**src/rtl/rv32_pkg.sv**
```systemverilog
// Shared RV32I pipeline definitions: widths, bubble encoding, boot-state enum, IF/ID payload.
// Latency: n/a (types and constants only).
// Backpressure: n/a.
package rv32_pkg;

    localparam int XLEN = 32;

    localparam logic [XLEN-1:0] NOP_INSTR        = 32'h0000_0013;  // addi x0,x0,0
    localparam logic [XLEN-1:0] RESET_PC_DEFAULT = 32'h0000_0000;

    typedef enum logic {
        BOOT = 1'b0,
        RUN  = 1'b1
    } bootState_t;

    // Payload carried from fetch into decode.
    typedef struct packed {
        logic [XLEN-1:0] instr;
        logic [XLEN-1:0] pc;
        logic [XLEN-1:0] pcPlus4;
        logic            valid;
        logic            misalign;
    } ifIdDat_t;

    // Instructions are word-aligned; any low address bit set is a misaligned fetch.
    function automatic logic isMisaligned(input logic [XLEN-1:0] addr);
        return addr[1:0] != 2'b00;
    endfunction

endpackage

```
**src/rtl/if_id_reg.sv**
```systemverilog
// Pipeline register between two stages with flush-over-stall priority.
// Latency: 1 cycle from loadDat to regDat.
// Backpressure: stall holds the current contents; flush overrides stall and inserts BUBBLE.
module if_id_reg
    import rv32_pkg::*;
#(
    parameter ifIdDat_t BUBBLE = '{instr: NOP_INSTR, pc: '0, pcPlus4: '0, valid: 1'b0, misalign: 1'b0}
) (
    input  logic     clk,
    input  logic     rst,
    input  logic     flush,
    input  logic     stall,
    input  ifIdDat_t loadDat,
    output ifIdDat_t regDat
);

    // Reset and flush both produce a bubble; stall freezes; otherwise load.
    always_ff @(posedge clk or negedge rst) begin
        if (!rst) begin
            regDat <= BUBBLE;
        end else if (flush) begin
            regDat <= BUBBLE;
        end else if (!stall) begin
            regDat <= loadDat;
        end
    end

endmodule

```
**src/rtl/fetch_stage.sv**
```systemverilog
// Instruction fetch: owns the PC, drives the imem read port and fills the IF/ID register.
// Latency: 1 cycle fetch-to-decode; a redirect reaches decode 2 cycles after pc_src_e.
// Backpressure: stall_f holds the PC, stall_d holds IF/ID; flush_d and redirect override stalls.
module fetch_stage #(
    parameter logic [rv32_pkg::XLEN-1:0] RESET_PC  = rv32_pkg::RESET_PC_DEFAULT,
    parameter logic [rv32_pkg::XLEN-1:0] NOP_INSTR = rv32_pkg::NOP_INSTR
) (
    input  logic        clk,
    input  logic        rst,
    input  logic        stall_f,
    input  logic        stall_d,
    input  logic        flush_d,
    input  logic        pc_src_e,
    input  logic [31:0] pc_target_e,
    output logic [31:0] imem_addr,
    input  logic [31:0] imem_rdata,
    output logic [31:0] instr_d,
    output logic [31:0] pc_d,
    output logic [31:0] pc_plus4_d,
    output logic        valid_d,
    output logic        misalign_d
);
    import rv32_pkg::*;

    localparam ifIdDat_t BUBBLE_DAT = '{instr: NOP_INSTR, pc: '0, pcPlus4: '0,
                                        valid: 1'b0, misalign: 1'b0};

    logic [XLEN-1:0] pcF;
    logic [XLEN-1:0] pcPlus4F;
    logic [XLEN-1:0] pcNext;
    logic            misalignF;
    bootState_t      state;
    bootState_t      stateNext;
    logic            bootFlush;
    ifIdDat_t        fetchDat;
    ifIdDat_t        decodeDat;

    assign imem_addr = pcF;
    assign pcPlus4F  = pcF + 32'd4;  // wraps naturally at 2^32
    assign misalignF = isMisaligned(pcF);

    // Next-PC select: a redirect from execute beats a fetch stall.
    always_comb begin
        pcNext = pcPlus4F;
        if (pc_src_e) begin
            pcNext = pc_target_e;
        end else if (stall_f) begin
            pcNext = pcF;
        end
    end

    // Program counter register.
    always_ff @(posedge clk or negedge rst) begin
        if (!rst) begin
            pcF <= RESET_PC;
        end else begin
            pcF <= pcNext;
        end
    end

    // Boot state register.
    always_ff @(posedge clk or negedge rst) begin
        if (!rst) begin
            state <= BOOT;
        end else begin
            state <= stateNext;
        end
    end

    // Boot next-state: spend one edge in BOOT pushing a bubble into decode, then run.
    always_comb begin
        stateNext = state;
        bootFlush = 1'b0;
        case (state)
            BOOT: begin
                stateNext = RUN;
                bootFlush = 1'b1;
            end
            RUN: begin
                stateNext = RUN;
            end
            default: begin
                stateNext = BOOT;
                bootFlush = 1'b1;
            end
        endcase
    end

    // Fetched payload; a misaligned fetch is passed on as a marked NOP so decode can trap.
    always_comb begin
        fetchDat          = BUBBLE_DAT;
        fetchDat.instr    = misalignF ? NOP_INSTR : imem_rdata;
        fetchDat.pc       = pcF;
        fetchDat.pcPlus4  = pcPlus4F;
        fetchDat.valid    = 1'b1;
        fetchDat.misalign = misalignF;
    end

    if_id_reg #(
        .BUBBLE (BUBBLE_DAT)
    ) u_if_id_reg (
        .clk     (clk),
        .rst     (rst),
        .flush   (flush_d | bootFlush),
        .stall   (stall_d),
        .loadDat (fetchDat),
        .regDat  (decodeDat)
    );

    assign instr_d    = decodeDat.instr;
    assign pc_d       = decodeDat.pc;
    assign pc_plus4_d = decodeDat.pcPlus4;
    assign valid_d    = decodeDat.valid;
    assign misalign_d = decodeDat.misalign;

endmodule

```
**config.mk**
```make
export PLATFORM = sky130hd
export DESIGN_NAME = fetch_stage
export DESIGN_NICKNAME = d
export VERILOG_FILES = /design/src/rtl/rv32_pkg.sv /design/src/rtl/if_id_reg.sv /design/src/rtl/fetch_stage.sv
export SDC_FILE = /design/constraint.sdc
export NUM_CORES = 1
export LEC_CHECK = 0
export BUFFER_PORTS_ARGS = -buffer_cell sky130_fd_sc_hd__buf_4
export CAP_MARGIN = 10
export CORE_MARGIN = 8
export CORE_UTILIZATION = 40
export CTS_BUF_LIST = sky130_fd_sc_hd__clkbuf_8 sky130_fd_sc_hd__clkbuf_16
export CTS_CLUSTER_DIAMETER = 200
export DETAILED_ROUTE_END_ITERATION = 16
export MAX_ROUTING_LAYER = met4
export PLACE_DENSITY_LB_ADDON = 0.08
export SYNTH_ARGS = -nofsm -noshare
export SYNTH_HDL_FRONTEND = slang
export SYNTH_HIERARCHICAL = 1
export SYNTH_SLANG_ARGS = --single-unit
```
**constraint.sdc**
```tcl
create_clock -name clk -period 5.06 [get_ports clk]
set_input_delay 0.253 -clock clk [delete_from_list [all_inputs] [get_ports clk]]
set_output_delay 0.253 -clock clk [all_outputs]
set_load 0.02 [all_outputs]
```
Word-level counts from Yosys, hierarchy flattened
Index checks and enable logic that the tools add are counted.
- bits in registers: 131
- latch bits: 0
- RAM bits: 0
- ROM bits: 0
- bits of input ports: 70
- output and inout port bits: 130
- memories: 0
- $add $sub $neg: 1
- multipliers: 0
- div/mod/pow operators: 0
- $lt $le $gt $ge: 0
- eq/ne operators: 2
- shift operators: 0
- muxes and demuxes: 6
- bitwise logic cells: 1
- reductions and logical operators: 1
- operators by type and width (kind ; number):
    2-to-1 mux 98 bit ; 2
    2-to-1 mux 32 bit ; 3
    adder 32 x 3 -> 32 bit (second input constant) ; 1
    inequality test 2 x 1 -> 1 bit (second input constant) ; 2
    nonzero test 2 bit ; 1
    2-to-1 mux 1 bit ; 1
    OR 1 bit ; 1

Longest topological paths before layout
Gate-level depths: netlist of the first run.
- word-level depth: 4
- depth in mapped cells: 8
- mapped depth without buffers: 7

By module
Netlist of the first run, hierarchy kept.
- by module, submodules not included (module ; instances ; cells each ; area an instance (µm²) ; seq. area each (µm²)):
    if_id_reg ; 1 ; 316 ; 4047.6 ; 2456.1
    fetch_stage ; 1 ; 354 ; 2832.7 ; 825.8

Least setup slack after synthesis of the first run
OpenSTA, ideal clock, no wires.
- path kind: register -> register
- start point: reg pcF[10], in the netlist imem_addr[10]
- end point: reg u_if_id_reg/regDat[31] (netlist name)
- library setup time: 0.132 ns
- arrival time: 1.885 ns
- required time: 4.928 ns
- setup slack: 3.043 ns
- cell stages (with the launch flop): 9
- path buffers: 2
- cells stage by stage: dfrtp_1 buf_2 nand4_2 or4_4 clkbuf_1 nor3_1 xor2_1 mux2i_1 nor2_1
- RTL lines (element ; line ; source):
    from (decl) ; fetch_stage.sv:28 ; logic [XLEN-1:0] pcF;
    from (signal assigned) ; fetch_stage.sv:57 ; pcF <= pcNext;
    to (signal assigned) ; if_id_reg.sv:24 ; regDat <= loadDat;
    to (decl) ; if_id_reg.sv:14 ; output ifIdDat_t regDat

==> impl_metrics.yaml, run 1 <==
outcome:
  status: "finished, final reports clean"
clock_tree:
  htreeDepth: 4
  cts_buffers: 17
  ctsResizeCount: 0
  cts_root_buf: "clkbuf_16"
  cts_tree: "done"
  cts_num_sinks: 131
  insertion_delay_ns: 0.43
  clkTransAtPathRegs_ns: 0.06
  cts-root-to-sink-buffers: 2
sta:
  fin_worst_skew_ns: 0.0156
  post-route-min-period_ns: 2.31
  rsz0062_at_grt: "no"
  maxSlewHeadroom_pct: 25.4
  fin_tns_setup_ns: 0
  fin_crit_sh_pct: 45.6
  setup_viol: 0
  max_freq_mhz: 433
  tightest_slew_ns: 1.12
  hold_violations: 0
  finalMaxSlewViolations: 0
grt:
  grt_pass1_wl_um: 31100
  busiest_layer: "met2"
  grt_util_met3_pct: 5.26
  antenna_found_initial: 0
  grt_util_met1_pct: 22.8
  grt_util_met2_pct: 27.7
  grt_remaining_overflow: 0
  grt_max_degree: 99
  grt_pass1_vias: 5680
  grt_usage_pct: 18.5
power_and_ir_drop:
  p_leak_nw: 4.31
  peakVddDrop_v: 0.000226
  internal_power_mw: 2.24
  p_sw_mw: 0.792
  p_total_mw: 3.03
  power_frac_clock_pct: 47.0
  swShare_pct: 26.1
  power_density_nw_per_um2: 345
  power_frac_seq_pct: 38.8
  pwr-share-comb_pct: 14.2
floorplanning:
  initial_core_util_pct: 40.3
  core-area_um2: 17100
  die_y_um: 147
  row_count: 48
  die_width_um: 147
  ios: 200
  design.die.area_um2: 21700
run:
  drv_cap: 0
synthesis:
  synth-seq-area-share_pct: 47.7
  synth_edf_count: 0
  synth_warnings: 6
  ys_types: 46
  yosys_register_bits: 131
  synthFlopType: "dfrtp_1"
  synth_top_area_share_pct: 46.6
  synth_area_leaders: "dfrtp_1 47%, mux2i_1 14%, nor2_1 6.7%, buf_4 3.5%, and2_1 2.7%"
  synth_async_sr_flop_share_pct: 100
  mappedNetlistArea_um2: 6880
  synth_cells: 670
  synth_area_leader_cell: "dfrtp_1"
  synth_area_per_cell_um2: 10.3
drt:
  drt_iter0_drc: 428
  routed_wl_um: 19400
  vias: 5421
  avgViaCountPerCell: 5.16
  drtAntennaViolNets: 0
  drcViolationCount: 0
  dr.pass1.iters: 5
  wire_per_inst_um: 18.4
worst_setup_path:
  cp-start-kind: "flop"
  arrival_ns: 2.56
  worstPathRequired_ns: 5.31
  worstSetupPathType: "flop to flop"
  worstPathMaxFanout: 7
  r2r_setup_slack_ns: 2.75
  endpoint_kind: "flop"
layout:
  layout.cells.non_filler: 1051
  drive_above_1_share_pct: 29.8
  syn2layout_area_growth_pct: 28.0
  nNetsFinal: 884
  final_common_cell: "buf_4"
  stdcell_area_um2: 8810
  n_antenna_cell: 0
  layout_common_cells: "200 x buf_4, 128 x dfrtp_1, 123 x nor2_1, 96 x mux2i_1, 30 x and2_1"
place:
  placed_cell_area_um2: 8110
  dp_hpwl_um: 13500
  place.gp.congestion: 0.810
  place_inst: 1018
  io_buffers: 199
worst_hold_path:
  hold_path.class: "input pin to flop"
-- synthesized netlist by cell type (all sizes together), types with 3 or more instances --
library cell,number
nand4b,3
buf,54
xor2,20
a31oi,16
a211o,3
nand4,12
nor2b,5
dfstp,3
and2,30
and4,5
nand3,15
nor3,14
xnor2,20
or4,14
and3,4
inv,5
clkbuf,26
or3,5
mux2i,96
nand2,26
dfrtp,128
o41ai,3
o31ai,12
nor2,123
o21ai,13
-- path summary, 6_finish.rpt --
path                                   startpoint                endpoint  cells past startpoint
setup / recovery                     imem_addr[2]  u_if_id_reg/regDat[26]                      7
hold / removal                     pc_target_e[8]            imem_addr[8]                      3
setup reg to reg                     imem_addr[2]  u_if_id_reg/regDat[26]                      7
hold reg to reg            u_if_id_reg/regDat[34]  u_if_id_reg/regDat[34]                      2
max in group asynchronous                     rst           imem_addr[28]                      3
min in group asynchronous                     rst           imem_addr[23]                      2
-- registers in the layout, summed over array words and instances, names as in the netlist --
signal / flops
u_if_id_reg/regDat: 98
state: 1
imem_addr: 32
-- critical path: stages (launching register included) --
cell and delay [ns]:
dfrtp_1 0.46, ha_1 0.28, nand3_1 0.18, nor3_1 0.65, nand3_1 0.20, xnor2_1 0.18, mux2i_1 0.14, nor2_1 0.05
-- metrics by stage --
step / util, % / hold slack, ns / setup WS, ns
floorplan: - / -0.0426 / 3.04
global placement: 47.6 / 0.285 / 2.76
detailed placement: 47.6 / 0.286 / 2.74
CTS: 51.6 / 0.0181 / 2.73
global route: 51.6 / 0.0460 / 2.51
finish: 51.6 / 0.0283 / 2.75
-- layer usage --
layer / vias up / wire length [um]
met2: 200 / 9150
met5: - / 0
met1: 2631 / 8370
li1: 2556 / -
met3: 34 / 1360
met4: 0 / 498
-- what timing repair did --
| action | CTS | global route |
|---|---|---|
| buffers inserted | 0 | 0 |
| endpoints found under the hold margin | 65 | 0 |
| hold buffers | 1 | 0 |
-- cell type report --
class | count | area [um2]
fillers | 1575 | 8250
flip-flops and latches | 131 | 3280
multi-input cells | 455 | 3010
repair buffers | 203 | 1530
clock buffers | 19 | 453
well taps | 225 | 282
clock inverters | 13 | 230
inverters | 5 | 18.8
-- power by group through the flow --
| stage | clock [mW] | sequential [mW] | combinational [mW] |
|---|---|---|---|
| floorplan | 0 | 1.19 | 0.281 |
| global placement | 0 | 1.19 | 0.435 |
| detailed placement | 0 | 1.20 | 0.438 |
| CTS | 1.46 | 1.18 | 0.440 |
| global route | 1.50 | 1.19 | 0.472 |
| finish | 1.42 | 1.18 | 0.432 |
-- cells by family after synthesis --
logic type,after synthesis,share of synthesized area (%)
and+or+nand+nor,265,19.2
DFF,131,47.7
muxes,98,14.3
buffers and inverters,85,8.77
AOI/OAI and AO/OA,49,4.71
xor gates and xnor gates,40,5.09
adders and majority gates,1,0.182
other,1,0.0545
Power figures use the tool's default switching activity.
==> run 2, diff against run 1 <==
--- a/config.mk
+++ b/config.mk
@@ -5,6 +5,7 @@
 export SDC_FILE = /design/constraint.sdc
 export NUM_CORES = 1
 export LEC_CHECK = 0
+export ABC_AREA = 1
 export BUFFER_PORTS_ARGS = -buffer_cell sky130_fd_sc_hd__buf_4
 export CAP_MARGIN = 10
 export CORE_MARGIN = 8
==> constraint.sdc (replaced) <==
create_clock -name clk -period 2.4 [get_ports clk]
set_input_delay 0.12 -clock clk [delete_from_list [all_inputs] [get_ports clk]]
set_output_delay 0.12 -clock clk [all_outputs]
set_load 0.02 [all_outputs]
==> impl_metrics.yaml, run 2 <==
synthesis:
  yosys-top-cells-count: "358 x nand2_1, 128 x dfrtp_1, 116 x nand3_1"
  synth-seq-area-share_pct: 47.5
  synth_cells: 903
  mappedNetlistArea_um2: 6900
  synth_top_area_share_pct: 46.4
  yosys_register_bits: 131
  synth_async_sr_flop_share_pct: 100
  synth_area_leaders: "dfrtp_1 46%, nand2_1 19%, nand3_1 8.4%, inv_1 4.9%, buf_4 3.7%"
  synth_edf_count: 0
  synth_area_leader_cell: "dfrtp_1"
  ys_types: 27
  synth_warnings: 6
  yosysMostFrequentCell: "nand2_1"
  synth_area_per_cell_um2: 7.65
  synthFlopType: "dfrtp_1"
clock_tree:
  post-cts-setup-buffers: 0
  cts_buffers: 17
  cts_root_buf: "clkbuf_16"
  insertion_delay_ns: 0.42
  htreeDepth: 4
  cts_tree: "done"
  clkTransAtPathRegs_ns: 0.06
  cts_num_sinks: 131
  ctsResizeCount: 0
  cts-root-to-sink-buffers: 2
sta:
  finalMaxSlewViolations: 0
  hold_violations: 0
  tightest_slew_ns: 1.08
  hold_ws_ns: 0.0130
  maxSlewHeadroom_pct: 28.3
  setup_slack_ns: 0.616
  fin_crit_sh_pct: 74.3
  fin_worst_skew_ns: 0.00957
  rsz0062_at_grt: "no"
  max_freq_mhz: 560
  setup_viol: 0
  post-route-min-period_ns: 1.78
  fin_tns_setup_ns: 0
drt:
  wire_per_inst_um: 15.7
  dr.pass1.iters: 5
  avgViaCountPerCell: 4.67
  drtAntennaViolNets: 0
  wl_met1_um: 9850
  wl_met3_um: 1160
  drcViolationCount: 0
  highest_layer: "met4"
  wl_met2_um: 9550
  routed_wl_um: 20800
  vias: 6176
  drt_iter0_drc: 300
worst_setup_path:
  cp-startpoint: "state"
  worstPathRequired_ns: 2.75
  arrival_ns: 2.13
  timing.rr.start: "state"
  r2r_cells: 6
  endpoint_kind: "flop"
  cp-start-kind: "flop"
  worstPathMaxFanout: 102
  worstSetupPathType: "flop to flop"
  r2r_setup_slack_ns: 0.62
  r2r_end: "u_if_id_reg/regDat[66]"
grt:
  antenna_found_initial: 0
  grt_pass1_vias: 6184
  grt_pass1_wl_um: 33400
  grt_remaining_overflow: 0
  grt_usage_pct: 19.9
  grt_max_degree: 103
floorplanning:
  die_width_um: 147
  core-area_um2: 17100
  initial_core_util_pct: 40.3
  design.die.area_um2: 21700
  die_y_um: 147
  row_count: 48
  ios: 200
layout:
  final_util_pct: 54.1
  largest_reg_flops: 98
  n_antenna_cell: 0
  largest_register: "u_if_id_reg/regDat"
  nNetsFinal: 1156
  syn2layout_area_growth_pct: 34.2
  n_fill_cell: 1686
  final_common_cell: "nand2_1"
  layout.cells.non_filler: 1323
  drive_above_1_share_pct: 25.9
  layout_common_cells: "358 x nand2_1, 209 x buf_4, 128 x dfrtp_1, 116 x nand3_1, 92 x inv_1"
place:
  place.gp.congestion: 0.794
  io_buffers: 199
  place_inst: 1267
  dp_hpwl_um: 14500
  preCtsSetupSlack_ns: 0.610
power_and_ir_drop:
  internal_power_mw: 4.67
  peakVddDrop_v: 0.000482
  p_leak_nw: 5.25
  power_density_nw_per_um2: 688
  power_frac_clock_pct: 46.4
  p_sw_mw: 1.71
  power_frac_seq_pct: 38.8
  pwr-share-comb_pct: 14.8
  swShare_pct: 26.8
worst_hold_path:
  hold_path_depth: 5
  worstHoldStart: "pc_target_e[25]"
  whs_endpoint: "imem_addr[25]"
  hold_path.class: "input pin to flop"
run:
  drv_cap: 0
outcome:
  status: "finished, final reports clean"
[run 2: repair_timing]
item | CTS | global route
setup endpoints to repair | 0 | 0
hold buffers | 24 | 0
hold endpoints to repair | 70 | 0
[run 2: worst max-delay path by stage]
| stage | cells after the start | slack (ns) | to |
|---|---|---|---|
| 3_3_place_gp | 6 | 0.63 | u_if_id_reg/regDat[67] |
| 6_report | 6 | 0.62 | u_if_id_reg/regDat[66] |
| 2_1_floorplan | 10 | 0.94 | u_if_id_reg/regDat[24] |
| 3_5_place_dp | 6 | 0.61 | u_if_id_reg/regDat[66] |
| 5_1_grt | 6 | 0.44 | u_if_id_reg/regDat[67] |
| 4_1_cts | 6 | 0.60 | u_if_id_reg/regDat[66] |
[run 2: worst max-delay path, cell delays in order, from the launching register on]
cell	delay (ns)
dfrtp_1	0.32
nand2_1	0.10
clkinv_2	0.06
buf_4	0.76
nand2_1	0.22
nand2_1	0.13
nand2_1	0.05
[run 2: metal layers]
layer,track usage [%],vias to the layer above
met2,30.1,177
li1,-,3110
met4,5.66,0
met3,4.22,16
met5,-,-
met1,26.5,2873
[run 2: through the flow]
step / power [mW] / area (um2)
3_5_place_dp: 3.44 / 8350
4_1_cts: 6.45 / 9270
6_report: 6.38 / 9270
3_3_place_gp: 3.43 / 8350
5_1_grt: 6.65 / 9270
2_1_floorplan: 3.05 / 6910
[run 2: power by group through the flow]
stage	combinational [mW]	sequential [mW]	clock, mW
after floorplan	0.525	2.53	0
after global placement	0.922	2.51	0
after detailed placement	0.925	2.51	0
after CTS	0.961	2.47	3.01
after global routing	1.04	2.49	3.11
final	0.945	2.47	2.96
[run 2: logic make-up (layout without fill, tap and decap cells)]
kind of cell / count (synthesis) / in the layout / synth area share [%]
AOI/OAI and AO/OA: 28 / 28 / 2.72
xor gates and xnor gates: 14 / 14 / 2.54
adders and majority gates: 1 / 1 / 0.181
buffers and inverters: 167 / 361 / 12.0
DFF: 131 / 131 / 47.5
other: 1 / 2 / 0.0543
and+or+nand+nor: 561 / 561 / 35.0
[run 2: layout make-up]
type | count | area, um2 | share of cell area (%)
clock buffers | 18 | 439 | 4.74
multi-input cells | 606 | 2800 | 30.2
repair buffers | 237 | 1880 | 20.3
well taps | 225 | 282 | 3.04
flip-flops and latches | 131 | 3280 | 35.4
inverters | 92 | 347 | 3.74
clock inverters | 14 | 234 | 2.53
